[config.mk]
export PLATFORM = sky130hd
export DESIGN_NAME = eth_link_activity_led
export DESIGN_NICKNAME = d
export VERILOG_FILES = /design/src/rtl/eth_link_activity_led.sv
export SDC_FILE = /design/constraint.sdc
export NUM_CORES = 1
export LEC_CHECK = 0
export ABC_AREA = 1
export BUFFER_PORTS_ARGS = -buffer_cell sky130_fd_sc_hd__clkbuf_2
export CAP_MARGIN = 10
export CORE_ASPECT_RATIO = 1.75
export CORE_MARGIN = 2
export CORE_UTILIZATION = 60
export CTS_CLUSTER_SIZE = 14
export DETAILED_ROUTE_END_ITERATION = 10
export PLACE_DENSITY = 0.85
export SYNTH_ARGS = -nofsm -noshare
export SYNTH_HDL_FRONTEND = slang
export SYNTH_SLANG_ARGS = --single-unit
[constraint.sdc]
create_clock -name clk -period 3.23 [get_ports clk]
set_input_delay 0.1615 -clock clk [delete_from_list [all_inputs] [get_ports clk]]
set_output_delay 0.1615 -clock clk [all_outputs]
set_load 0.01 [all_outputs]
[src/rtl/eth_link_activity_led.sv]
// rtl/eth_link_activity_led.sv - per-port link/activity LED controller
// Debounced link LED, fixed-rate activity blink, shared remote-fault flash and lamp test.
module eth_link_activity_led #(
  parameter int NUM_PORTS         = 2,
  parameter int BLINK_CYCLES      = 6250000,
  parameter int DEBOUNCE_CYCLES   = 1250000,
  parameter int FAULT_HALF_CYCLES = 31250000
) (
  input  logic                 clk,
  input  logic                 rst,
  input  logic [NUM_PORTS-1:0] link_up,
  input  logic [NUM_PORTS-1:0] remote_fault,
  input  logic [NUM_PORTS-1:0] rx_activity,
  input  logic [NUM_PORTS-1:0] tx_activity,
  input  logic                 lamp_test,
  output logic [NUM_PORTS-1:0] led_link,
  output logic [NUM_PORTS-1:0] led_act
);

  localparam int DW = $clog2(DEBOUNCE_CYCLES + 1);
  localparam int BW = $clog2(BLINK_CYCLES + 1);
  localparam int FW = $clog2(FAULT_HALF_CYCLES + 1);
  localparam logic [DW-1:0] DEB_LAST   = DW'(DEBOUNCE_CYCLES - 1);
  localparam logic [BW-1:0] BLINK_LAST = BW'(BLINK_CYCLES - 1);
  localparam logic [FW-1:0] FAULT_LAST = FW'(FAULT_HALF_CYCLES - 1);

  typedef enum logic [2:0] {
    DOWN     = 3'd0,
    DEBOUNCE = 3'd1,
    IDLE     = 3'd2,
    ACT_ON   = 3'd3,
    ACT_OFF  = 3'd4
  } port_state_t;

  logic [FW-1:0] fault_cnt;
  logic          fault_phase;

  // One prescaler shared by all ports; remote_fault edges never resynchronise it.
  always_ff @(posedge clk) begin
    if (rst) begin
      fault_cnt   <= '0;
      fault_phase <= 1'b0;
    end else if (fault_cnt == FAULT_LAST) begin
      fault_cnt   <= '0;
      fault_phase <= ~fault_phase;
    end else begin
      fault_cnt <= fault_cnt + FW'(1);
    end
  end

  for (genvar p = 0; p < NUM_PORTS; p++) begin : g_port
    port_state_t   state;
    logic [DW-1:0] deb_cnt;
    logic [BW-1:0] blink_cnt;
    logic          pending;
    logic          activity;
    logic          linked;
    logic          link_q;
    logic          act_q;

    assign activity = rx_activity[p] | tx_activity[p];
    assign linked   = (state == IDLE) || (state == ACT_ON) || (state == ACT_OFF);

    always_ff @(posedge clk) begin
      if (rst) begin
        state     <= DOWN;
        deb_cnt   <= '0;
        blink_cnt <= '0;
        pending   <= 1'b0;
        link_q    <= 1'b0;
        act_q     <= 1'b0;
      end else begin
        // LEDs follow the state held before this edge, so they trail it by one cycle.
        if (lamp_test) begin
          link_q <= 1'b1;
          act_q  <= 1'b1;
        end else begin
          link_q <= linked & (remote_fault[p] ? fault_phase : 1'b1);
          act_q  <= (state == ACT_ON);
        end

        if (!link_up[p]) begin
          state     <= DOWN;
          deb_cnt   <= '0;
          blink_cnt <= '0;
          pending   <= 1'b0;
        end else begin
          case (state)
            DOWN: begin
              state   <= DEBOUNCE;
              deb_cnt <= '0;
            end
            DEBOUNCE: begin
              if (deb_cnt == DEB_LAST) begin
                state   <= IDLE;
                deb_cnt <= '0;
              end else begin
                deb_cnt <= deb_cnt + DW'(1);
              end
            end
            IDLE: begin
              if (activity) begin
                state     <= ACT_ON;
                blink_cnt <= '0;
              end
            end
            ACT_ON: begin
              if (activity) pending <= 1'b1;
              if (blink_cnt == BLINK_LAST) begin
                state     <= ACT_OFF;
                blink_cnt <= '0;
              end else begin
                blink_cnt <= blink_cnt + BW'(1);
              end
            end
            ACT_OFF: begin
              if (blink_cnt == BLINK_LAST) begin
                blink_cnt <= '0;
                pending   <= 1'b0;
                state     <= (pending || activity) ? ACT_ON : IDLE;
              end else begin
                blink_cnt <= blink_cnt + BW'(1);
                if (activity) pending <= 1'b1;
              end
            end
            default: state <= DOWN;
          endcase
        end
      end
    end

    assign led_link[p] = link_q;
    assign led_act[p]  = act_q;
  end

endmodule

# Word-level counts from Yosys, hierarchy flattened
# Cells that the tools add are included.
[totals]
register_bits = 126
in_bits = 11
word_cells = 104
[op_classes]
addsub = 5
eq_ne = 21
mux = 34
n_bitwise = 7
reduce_logical = 23
[ops]
columns = ["op", "n"]
rows = [
  ["$mux W23", 4],
  ["$pmux W23 S2", 2],
  ["$pmux W21 S2", 2],
  ["$add A23 B1 Y23 const B", 2],
  ["$eq A23 B23 Y1 const B", 2],
  ["$add A21 B1 Y21 const B", 2],
  ["$eq A21 B21 Y1 const B", 2],
  ["$mux W21", 2],
  ["$pmux W3 S5", 2],
  ["$add A25 B1 Y25 const B", 1],
  ["$eq A25 B25 Y1 const B", 1],
  ["$mux W3", 8],
  ["$eq A3 B2 Y1 const B", 4],
  ["$mux W1", 12],
  ["$reduce_bool A2 Y1", 6],
  ["$reduce_or A2 Y1", 5],
  ["$ne A2 B1 Y1 const B", 4],
  ["$ne A2 B2 Y1 const B", 4],
  ["$reduce_and A4 Y1", 2],
  ["$eq A3 B1 Y1 const B", 2],
  ["$eq A3 B3 Y1 const B", 2],
  ["$logic_not A3 Y1", 2],
  ["$logic_or A1 B1 Y1", 6],
  ["$pmux W1 S2", 2],
  ["4 further kinds", 9],
]

# Logic depth before layout (Yosys ltp)
# Gate-level depths: netlist of the first run.
[logic_depth]
depth_word = 5
mapped_depth = 11

# Worst setup path after synthesis of the first run
# OpenSTA, ideal clock, no wires.
[synth_timing]
kind = "flip-flop to flip-flop"
start = "reg fault_cnt[0]"
end = "reg fault_cnt[13]"
t_arrival_ns = 1.525
slack_ns = 1.590
path_stages_with_launch = 11
synth_period_minus_slack_ns = 1.640
path_cell_list = "dfxtp_1 ha_1 nand2_2 nor2_4 inv_2 or2_4 nor2_2 nand4_1 nand2_2 buf_6 a21oi_2"
[synth_between]
elab_chain_len = 2
elab_cells_between_ends = 3
[synth_rtl]
columns = ["item", "line_no", "source"]
rows = [
  ["from (decl)", "35", "logic [FW-1:0] fault_cnt;"],
  ["from (signal assigned)", "47", "fault_cnt <= fault_cnt + FW'(1);"],
  ["parallel branches: the longest is 2 deep, another holds $add A25 B1 Y25", "-", ""],
]
# Parallel ways; which one is timed is not known.
# A chain may end at the register's enable or synchronous reset.

# Final worst setup path of the first run
[layout_timing]
start = "reg fault_cnt[0]"
end = "reg fault_cnt[16]"
# The elaborated chain is that of the path after synthesis.

==> flow_metrics.env, run 1 <==
export IMPL_cts_sinks=126
export IMPL_avgSynthCellArea_um2=6.595
export IMPL_dp_hpwl_um=11850
export IMPL_syn_area_um2=7083
export IMPL_rsz0062_at_grt="no"
export IMPL_ys_seq_area_share_pct=35.61
export IMPL_clk_latency_ns=0.42
export IMPL_ir_worst_vdd_mv=0.4076
export IMPL_post_cts_buffers=0
export IMPL_post_synth_inst_count=1074
export IMPL_cts_path_max_buffers=2
export IMPL_hold_viol=0
export IMPL_grt_max_degree=26
export IMPL_timing_rr_start="fault_cnt[0]"
export IMPL_grt_pass1_vias=6444
export IMPL_r2r_end="fault_cnt[16]"
export IMPL_hold_depth=3
export IMPL_power_density_nw_per_um2=470.1
export IMPL_drtIter0Drc=376
export IMPL_totalWireLength_um=16470
export IMPL_ys_seq_elements=126
export IMPL_diodes=0
export IMPL_hp_class="input pin to flop"
export IMPL_die_w_um=86.13
export IMPL_critPathLaunchType="flop"
export IMPL_placed_cells=1203
export IMPL_start_util_pct=61.51
export IMPL_hold_end="g_port[0].link_q"
export IMPL_outcome="complete, no violations"
export IMPL_fin_worst_skew_ns=0.008515
export IMPL_port_buffers=14
export IMPL_final_common_cell="nand2_1"
export IMPL_yosys_warnings=0
export IMPL_vias_per_cell=5.544
export IMPL_htree_levels=4
export IMPL_num_rows=52
export IMPL_reg2reg_depth=9
export IMPL_avgRoutedWirePerCell_um=13.33
export IMPL_ff2ff_setup_slack_ns=1.17
export IMPL_fmax_mhz=484.4
export IMPL_drv_cap=0
export IMPL_drc=0
export IMPL_setup_viol=0
export IMPL_gp_congestion=1.010
export IMPL_timing_slew_headroom_pct=61.22
export IMPL_cp_arrival_ns=2.33
export IMPL_cts_tree="built"
export IMPL_path_clk_slew_ns=0.05
export IMPL_fp_dieH_um=147.7
export IMPL_fin_setup_tns_ns=0
export IMPL_synth_cell_types=44
export IMPL_yosysTopAreaCellShare_pct=35.61
export IMPL_yosysTopAreaCell="dfxtp_1"
export IMPL_grt_remaining_overflow=0
export IMPL_io_pins=15
export IMPL_antenna_found_initial=0
export IMPL_cp_required_ns=3.50
export IMPL_p_leak_nw=2.678
export IMPL_drive_gt1_share_pct=9.628
export IMPL_antenna_left=0
export IMPL_clockRootBuffer="clkbuf_16"
export IMPL_num_vias=6853
export IMPL_dieArea_um2=12720
export IMPL_synthTopCellsByArea="dfxtp_1, nand2_1, nor2_1, nand3_1, inv_1"
export IMPL_slew_viol_final=0
export IMPL_final_cell_mix="nand2_1, nor2_1, dfxtp_1, inv_1, nand3_1"
export IMPL_cts_repair_resized=0
export IMPL_path_class="flop to flop"
export IMPL_endpoint_kind="flop"
export IMPL_drt_pass1_iterations=5
export IMPL_syn_nets=1090
export IMPL_core_area_um2=11520
export IMPL_grt_pass1_wl_um=27730
export IMPL_syn_to_final_growth_pct=9.698
export IMPL_numCtsBuffers=17
export IMPL_finalNonFillerCells=1236
export IMPL_nets=1104
export IMPL_period_minus_slack_ns=2.064
export IMPL_track_usage_pct=26.91
export IMPL_fin_crit_sh_pct=63.91
export IMPL_power_mw=3.653
export IMPL_worst_slew_pin_slew_ns=0.5797
export IMPL_min_from="lamp_test"
export IMPL_crit_fanout=25
## state kept, by name (all words and copies together) (netlist names)
| signal | cells |
|---|---|
| g_port.blink_cnt | 46 |
| g_port.deb_cnt | 42 |
| fault_cnt | 25 |
| g_port.state | 6 |
| g_port.act_q | 2 |
| g_port.link_q | 2 |
| g_port.pending | 2 |
| fault_phase | 1 |
## how the worst max path moves through the flow
stage	endpoint	cells past startpoint	startpoint	slack, ns
final	fault_cnt[16]	9	fault_cnt[0]	1.17
after global routing	fault_cnt[9]	9	fault_cnt[0]	1.02
after CTS	fault_cnt[16]	9	fault_cnt[0]	1.16
after detailed placement	fault_cnt[6]	9	fault_cnt[0]	1.19
after global placement	fault_cnt[19]	9	fault_cnt[0]	1.25
after floorplan	fault_cnt[13]	10	fault_cnt[0]	1.59
## through the flow
| step | util [%] | area [µm²] | setup slack [ns] | hold WS, ns |
|---|---|---|---|---|
| after CTS | 67.47 | 7770 | 1.156 | 0.06696 |
| final | 67.47 | 7770 | 1.166 | 0.08258 |
| after global routing | 67.47 | 7770 | 1.016 | 0.09967 |
| after detailed placement | 62.29 | 7173 | 1.195 | 0.4003 |
| after floorplan | - | 7083 | 1.590 | 0.2306 |
| after global placement | 62.29 | 7173 | 1.247 | 0.3856 |
## timing repair
| action | 4_1_cts | 5_1_grt |
|---|---|---|
| hold endpoints to repair | 4 | 0 |
| setup endpoints to repair | 0 | 0 |
| hold buffers | 1 | 0 |
## per-layer routing
| layer | global-route usage [%] | routed length (µm) |
|---|---|---|
| met3 | 5.248 | 630 |
| met1 | 27.66 | 6352 |
| met2 | 50.47 | 8997 |
| met4 | 12.94 | 493 |
| met5 | 0 | 0 |
## cell usage after synthesis, drive strengths merged
cell type and instances:
a21o 1, a21oi 72, a22oi 1, a31o 1, buf 17, clkbuf 4
dfxtp 126, ha 5, inv 125, nand2 263, nand3 92, nand3b 6
nand4 32, nor2 193, nor3 44, nor3b 1, nor4 3, o21a 2
o21ai 30, o21bai 7, o22ai 4, o31ai 1, or2 9, xnor2 7
xor2 28
## critical path, stage by stage (launching register included)
cell and delay [ns]:
dfxtp_1 0.35, ha_1 0.21, nand2_2 0.09, nor2_4 0.17
inv_2 0.07, or2_4 0.24, nor2_2 0.10, nand4_1 0.11
nand2_2 0.47, nor2_1 0.12
## report_power, final
part           switching [mW]  total (mW)  internal [mW]
registers              0.0139        1.58           1.57
logic                   0.145       0.194         0.0483
clock network           0.686        1.88           1.19
## cell families (layout without fill, tap and decap cells)
logic type	Yosys count	count (layout)	share of synthesized area (%)
AND/OR/NAND/NOR	643	643	40.51
buffers and inverters	146	173	8.868
flip-flops	126	126	35.61
AO/OA/AOI/OAI	119	119	9.804
XOR/XNOR	35	35	4.328
adder cells (fa/ha/maj)	5	5	0.8832
## final cells by class
class	count	area, µm²
flip-flops and latches	126	2522
repair buffers	16	87.58
clock inverters	10	112.6
clock buffers	22	474.2
multi-input cells	802	3933
fillers	1010	3746
well taps	135	168.9
inverters	125	471.7
Power figures use the tool's default switching activity.
==> inputs of run 2 (changes only) <==
Settings changed: CORE_UTILIZATION 60 to 57, PLACE_DENSITY 0.85 to 0.84.
Clock period 3.23 ns to 1.7 ns, I/O delays scaled along.
==> run 2 against run 1 <==
The flow now finishes with violations (negative setup slack). First-iteration DRC count up 31%. Hold slack worse by 0.049 ns. Non-clock buffer count is 67 higher. Critical path depth up 2. Worst setup slack worse by 1.2 ns. Via count up 8.4%. Sequential power is 91% higher. Register-to-register slack lost 1.2 ns. Critical endpoint is now fault_cnt[24].
==> flow_metrics.env, run 2 (same netlist as run 1, synthesis figures left out) <==
export IMPL_outcome="finished, violations left"
export IMPL_drive_gt1_share_pct=19.97
export IMPL_reg2reg_depth=11
export IMPL_grt_pass1_wl_um=30880
export IMPL_antenna_left=0
export IMPL_path_class="flop to flop"
export IMPL_slowest_stage="dfxtp_2"
export IMPL_crit_fanout=5
export IMPL_whs_ns=0.03345
export IMPL_io_pins=15
export IMPL_period_minus_slack_ns=1.735
export IMPL_finalWorstSetupSlack_ns=-0.03469
export IMPL_critPathLaunchType="flop"
export IMPL_grt_remaining_overflow=0
export IMPL_cp_arrival_ns=2.05
export IMPL_drc=0
export IMPL_power_density_nw_per_um2=843.4
export IMPL_cts_sinks=126
export IMPL_cts_tree="built"
export IMPL_drt_pass1_iterations=5
export IMPL_nets=1171
export IMPL_ff2ff_setup_slack_ns=-0.03
export IMPL_cts_path_max_buffers=2
export IMPL_hp_class="input pin to flop"
export IMPL_fin_worst_skew_ns=0.009369
export IMPL_crit_start="fault_cnt[1]"
export IMPL_start_util_pct=58.69
export IMPL_final_cell_area_um2=8681
export IMPL_drtIter0Drc=491
export IMPL_setup_viol=25
export IMPL_multi_input_area_um2=4155
export IMPL_slew_viol_final=0
export IMPL_clk_latency_ns=0.42
export IMPL_p_leak_nw=3.102
export IMPL_grt_max_degree=19
export IMPL_antenna_found_initial=0
export IMPL_largest_reg_flops=46
export IMPL_final_common_cell="nand2_1"
export IMPL_violations="negative setup slack"
export IMPL_totalWireLength_um=19510
export IMPL_dp_hpwl_um=12980
export IMPL_final_cell_mix="nand2_1, nor2_1, inv_1, dfxtp_1, nand3_1"
export IMPL_finalNonFillerCells=1332
export IMPL_dpl_cell_area_um2=7644
export IMPL_slowest_delay_ns=0.36
export IMPL_hold_viol=0
export IMPL_port_buffers=14
export IMPL_drv_cap=0
export IMPL_post_route_util_pct=71.93
export IMPL_fmax_mhz=576.5
export IMPL_fillers=959
export IMPL_diodes=0
export IMPL_cp_required_ns=2.01
export IMPL_hold_depth=3
export IMPL_numCtsBuffers=17
export IMPL_track_usage_pct=29.06
export IMPL_fin_crit_sh_pct=102.0
export IMPL_path_clk_slew_ns=0.06
export IMPL_fin_setup_tns_ns=-0.4669
export IMPL_syn_to_final_growth_pct=22.56
export IMPL_placed_cells=1284
export IMPL_die_w_um=88.27
export IMPL_clockRootBuffer="clkbuf_16"
export IMPL_grt_pass1_vias=7214
export IMPL_core_area_um2=12070
export IMPL_path_common_cell="nor2_4"
export IMPL_regMostFlops="g_port.blink_cnt"
export IMPL_num_vias=7427
export IMPL_dieArea_um2=13370
export IMPL_gp_congestion=0.9860
export IMPL_timing_rr_start="fault_cnt[1]"
export IMPL_r2r_end="fault_cnt[24]"
export IMPL_htree_levels=4
export IMPL_vias_per_cell=5.576
export IMPL_crit_end="fault_cnt[24]"
export IMPL_rsz0062_at_grt="yes"
export IMPL_timing_slew_headroom_pct=69.72
export IMPL_crit_chain="ha_4 > nand2_4 > nor2_4 > inv_2 > or2_4 > nor2_4 > nand4_1 > nand2_2 > buf_12 > clkbuf_16 > a21oi_2"
export IMPL_num_rows=53
export IMPL_avgRoutedWirePerCell_um=14.65
export IMPL_fp_dieH_um=151.5
export IMPL_ir_worst_vdd_mv=0.7089
export IMPL_worst_slew_pin_slew_ns=0.4525
export IMPL_register_area_um2=2536
export IMPL_endpoint_kind="flop"
export IMPL_reg_top3="g_port.blink_cnt: 46 flops, g_port.deb_cnt: 42 flops, fault_cnt: 25 flops"
==> run 2: worst min-delay path by stage <==
stage,start,to
final,lamp_test,g_port[0].link_q
after detailed placement,rst,g_port[0].link_q
after global placement,rst,g_port[0].link_q
after CTS,lamp_test,g_port[0].link_q
after floorplan,rst,g_port[0].act_q
after global routing,lamp_test,g_port[0].link_q
==> run 2: worst max-delay path, delay by kind of cell, from the launching register on <==
| family | cells | cell delay (ns) |
|---|---|---|
| buffers and inverters | 3 | 0.32 |
| AO/OA/AOI/OAI | 1 | 0.03 |
| flip-flops | 1 | 0.36 |
| AND/OR/NAND/NOR | 6 | 0.75 |
| adder cells (fa/ha/maj) | 1 | 0.15 |
==> run 2: per-stage QoR <==
step	worst slack, ns	power [mW]
after floorplan	0.05963	3.365
after global placement	0.04058	3.513
after detailed placement	-0.01784	3.519
after CTS	-0.01784	7.311
after global routing	-0.09912	7.534
final	-0.03469	7.322
==> run 2: per-layer routing <==
layer | track usage, % | wire length, µm | up-vias
li1 | - | - | 3639
met1 | 28.12 | 6921 | 3428
met2 | 54.81 | 10600 | 252
met3 | 4.767 | 792 | 108
met4 | 18.56 | 1197 | 0
met5 | 0 | 0 | -
==> run 2: repair_timing <==
item,in CTS,in global routing
setup endpoints to repair,25,64
pin swaps,1,13
hold buffers,1,0
setup buffers,3,11
gates cloned,1,1
gates resized for setup,8,66
endpoints found under the hold margin,4,0
==> run 2: power by group <==
| group | switching (mW) | internal (mW) |
|---|---|---|
| clock | 1.35 | 2.45 |
| combinational | 0.325 | 0.195 |
| sequential | 0.0291 | 2.98 |
| total | 1.70 | 5.62 |
==> run 2: cell type report <==
| type | instances | share of cell area (%) |
|---|---|---|
| Timing Repair Buffer | 83 | 7.999 |
| Clock inverter | 10 | 1.571 |
| Clock buffer | 21 | 5.535 |
| Inverter | 125 | 5.434 |
| Sequential cell | 126 | 29.22 |
| Tap cell | 165 | 2.378 |
| Multi-Input combinational cell | 802 | 47.87 |
==> inputs of run 3 (changes only) <==
Settings changed: MAX_ROUTING_LAYER from default to met4, SKIP_LAST_GASP from default to 1.
==> run 3 against run 2 <==
The run still ends with negative setup slack left. Sequential share of layout area rose by 0.11 points. Non-clock buffer count fell by 4. Clock skew fell by 0.0029 ns. Critical endpoint is now fault_cnt[13]. Total power rose by 2.3%. Count of clock-buffer cells in the layout rose by 1. Design area fell by 0.53%. Register-to-register slack got worse by 0.03 ns.
==> flow_metrics.env, run 3 (same netlist as run 1, synthesis figures left out) <==
export IMPL_cp_num_buf_inv=2
export IMPL_totalWireLength_um=19620
export IMPL_period_minus_slack_ns=1.762
export IMPL_cts_sinks=126
export IMPL_slowest_stage="dfxtp_2"
export IMPL_finalWorstSetupSlack_ns=-0.06243
export IMPL_io_pins=15
export IMPL_p_clk_share_pct=53.0
export IMPL_grt_pass1_wl_um=30390
export IMPL_reg_top3="g_port.blink_cnt: 46 flops, g_port.deb_cnt: 42 flops, fault_cnt: 25 flops"
export IMPL_final_cell_mix="nand2_1, nor2_1, dfxtp_1, inv_1, nand3_1"
export IMPL_avgRoutedWirePerCell_um=14.76
export IMPL_path_clk_slew_ns=0.06
export IMPL_switching_share_pct=23.00
export IMPL_placed_cells=1284
export IMPL_hold_depth=4
export IMPL_drv_cap=0
export IMPL_cts_tree="built"
export IMPL_worst_slew_pin_slew_ns=0.4459
export IMPL_start_util_pct=58.69
export IMPL_track_usage_pct=29.20
export IMPL_vias_per_cell=5.645
export IMPL_regMostFlops="g_port.blink_cnt"
export IMPL_port_buffers=14
export IMPL_final_common_cell="nand2_1"
export IMPL_num_rows=53
export IMPL_crit_cells=10
export IMPL_dp_hpwl_um=12830
export IMPL_reg2reg_depth=10
export IMPL_nets=1167
export IMPL_timing_slew_headroom_pct=70.00
export IMPL_num_vias=7502
export IMPL_slowest_delay_ns=0.35
export IMPL_drtIter0Drc=509
export IMPL_numCtsBuffers=17
export IMPL_dieArea_um2=13370
export IMPL_fmax_mhz=567.4
export IMPL_core_area_um2=12070
export IMPL_post_route_util_pct=71.54
export IMPL_die_w_um=88.27
export IMPL_grt_pass1_vias=7209
export IMPL_crit_chain="ha_4 > nand2_4 > nor2_4 > inv_2 > or2_4 > nor2_4 > nand4_1 > nand2_4 > clkbuf_16 > a21oi_2"
export IMPL_fin_worst_skew_ns=0.006499
export IMPL_slew_viol_final=0
export IMPL_grt_remaining_overflow=0
export IMPL_violations="negative setup slack"
export IMPL_setup_viol=25
export IMPL_critPathLaunchType="flop"
export IMPL_switching_power_mw=1.723
export IMPL_gp_congestion=1.011
export IMPL_endpoint_kind="flop"
export IMPL_register_area_um2=2532
export IMPL_rsz0062_at_grt="yes"
export IMPL_pwr_share_comb_pct=6.9
export IMPL_fillers=976
export IMPL_grt_max_degree=19
export IMPL_syn_to_final_growth_pct=21.90
export IMPL_outcome="finished, violations left"
export IMPL_clockRootBuffer="clkbuf_16"
export IMPL_power_density_nw_per_um2=867.7
export IMPL_largest_reg_flops=46
export IMPL_finalNonFillerCells=1329
export IMPL_hold_viol=0
export IMPL_ir_worst_vdd_mv=0.7701
export IMPL_power_internal_mw=5.769
export IMPL_path_delay_family="simple AND/OR/NAND/NOR gates"
export IMPL_cp_required_ns=2.02
export IMPL_clk_latency_ns=0.42
export IMPL_htree_levels=4
export IMPL_hp_class="input pin to flop"
export IMPL_drive_gt1_share_pct=18.90
export IMPL_antenna_found_initial=0
export IMPL_p_leak_nw=3.088
export IMPL_fin_crit_sh_pct=103.7
export IMPL_seqPwrFrac_pct=40.2
export IMPL_path_class="flop to flop"
export IMPL_cts_path_max_buffers=2
export IMPL_drc=0
export IMPL_drt_pass1_iterations=6
export IMPL_crit_fanout=6
export IMPL_fin_setup_tns_ns=-1.038
export IMPL_fp_dieH_um=151.5
export IMPL_multi_input_area_um2=4131
export IMPL_antenna_left=0
export IMPL_cp_arrival_ns=2.08
export IMPL_diodes=0
[run 3: worst paths after layout]
check | startpoint | endpoint | slack (ns)
max | fault_cnt[0] | fault_cnt[13] | -0.06
min | remote_fault[0] | g_port[0].link_q | 0.05
max reg2reg | fault_cnt[0] | fault_cnt[13] | -0.06
min reg2reg | g_port[0].deb_cnt[19] | g_port[0].deb_cnt[19] | 0.46
[run 3: timing repair]
item | CTS | global route
pin swaps | 1 | 14
hold buffers | 1 | 0
endpoints found under the hold margin | 4 | 0
setup buffers | 0 | 10
cloned | 0 | 2
resized for setup | 4 | 60
endpoints found under the setup margin | 11 | 82
[run 3: cell type report]
cell class / instances / share of cell area, %
clock buffers: 22 / 5.608
clock inverters: 10 / 1.840
inverters: 125 / 5.463
multi-input cells: 802 / 47.85
flip-flops and latches: 126 / 29.33
well taps: 165 / 2.391
repair buffers: 79 / 7.521
[run 3: routing by layer]
metal | up-vias | wire length [µm] | global-route usage, %
met5 | - | 0 | -
met4 | 0 | 1046 | 17.20
met3 | 101 | 889 | 4.767
met2 | 309 | 10510 | 53.42
met1 | 3469 | 7167 | 28.02
li1 | 3623 | - | -
[run 3: worst reg2reg max path, stage by stage, from the launching register on]
cell,delay (ns)
dfxtp_2,0.35
ha_4,0.16
nand2_4,0.06
nor2_4,0.12
inv_2,0.06
or2_4,0.25
nor2_4,0.10
nand4_1,0.14
nand2_4,0.20
clkbuf_16,0.18
a21oi_2,0.04
[run 3: power by group through the flow]
stage / Sequential, mW / Combinational (mW) / Clock [mW]
after floorplan: 3.06 / 0.302 / 0
after global placement: 3.07 / 0.452 / 0
after detailed placement: 3.07 / 0.454 / 0
after CTS: 3.00 / 0.461 / 3.97
after global routing: 3.01 / 0.560 / 4.10
final: 3.01 / 0.515 / 3.97
[run 3: metrics by stage]
step | power [mW] | area (µm²) | hold slack [ns] | worst slack (ns)
finish | 7.492 | 8635 | 0.04739 | -0.06243
global route | 7.673 | 8635 | 0.05056 | -0.1436
CTS | 7.433 | 8309 | 0.005310 | -0.007328
detailed placement | 3.522 | 7644 | 0.3461 | -0.008138
global placement | 3.518 | 7644 | 0.3512 | 0.03307
floorplan | 3.365 | 7083 | 0.1541 | 0.05963
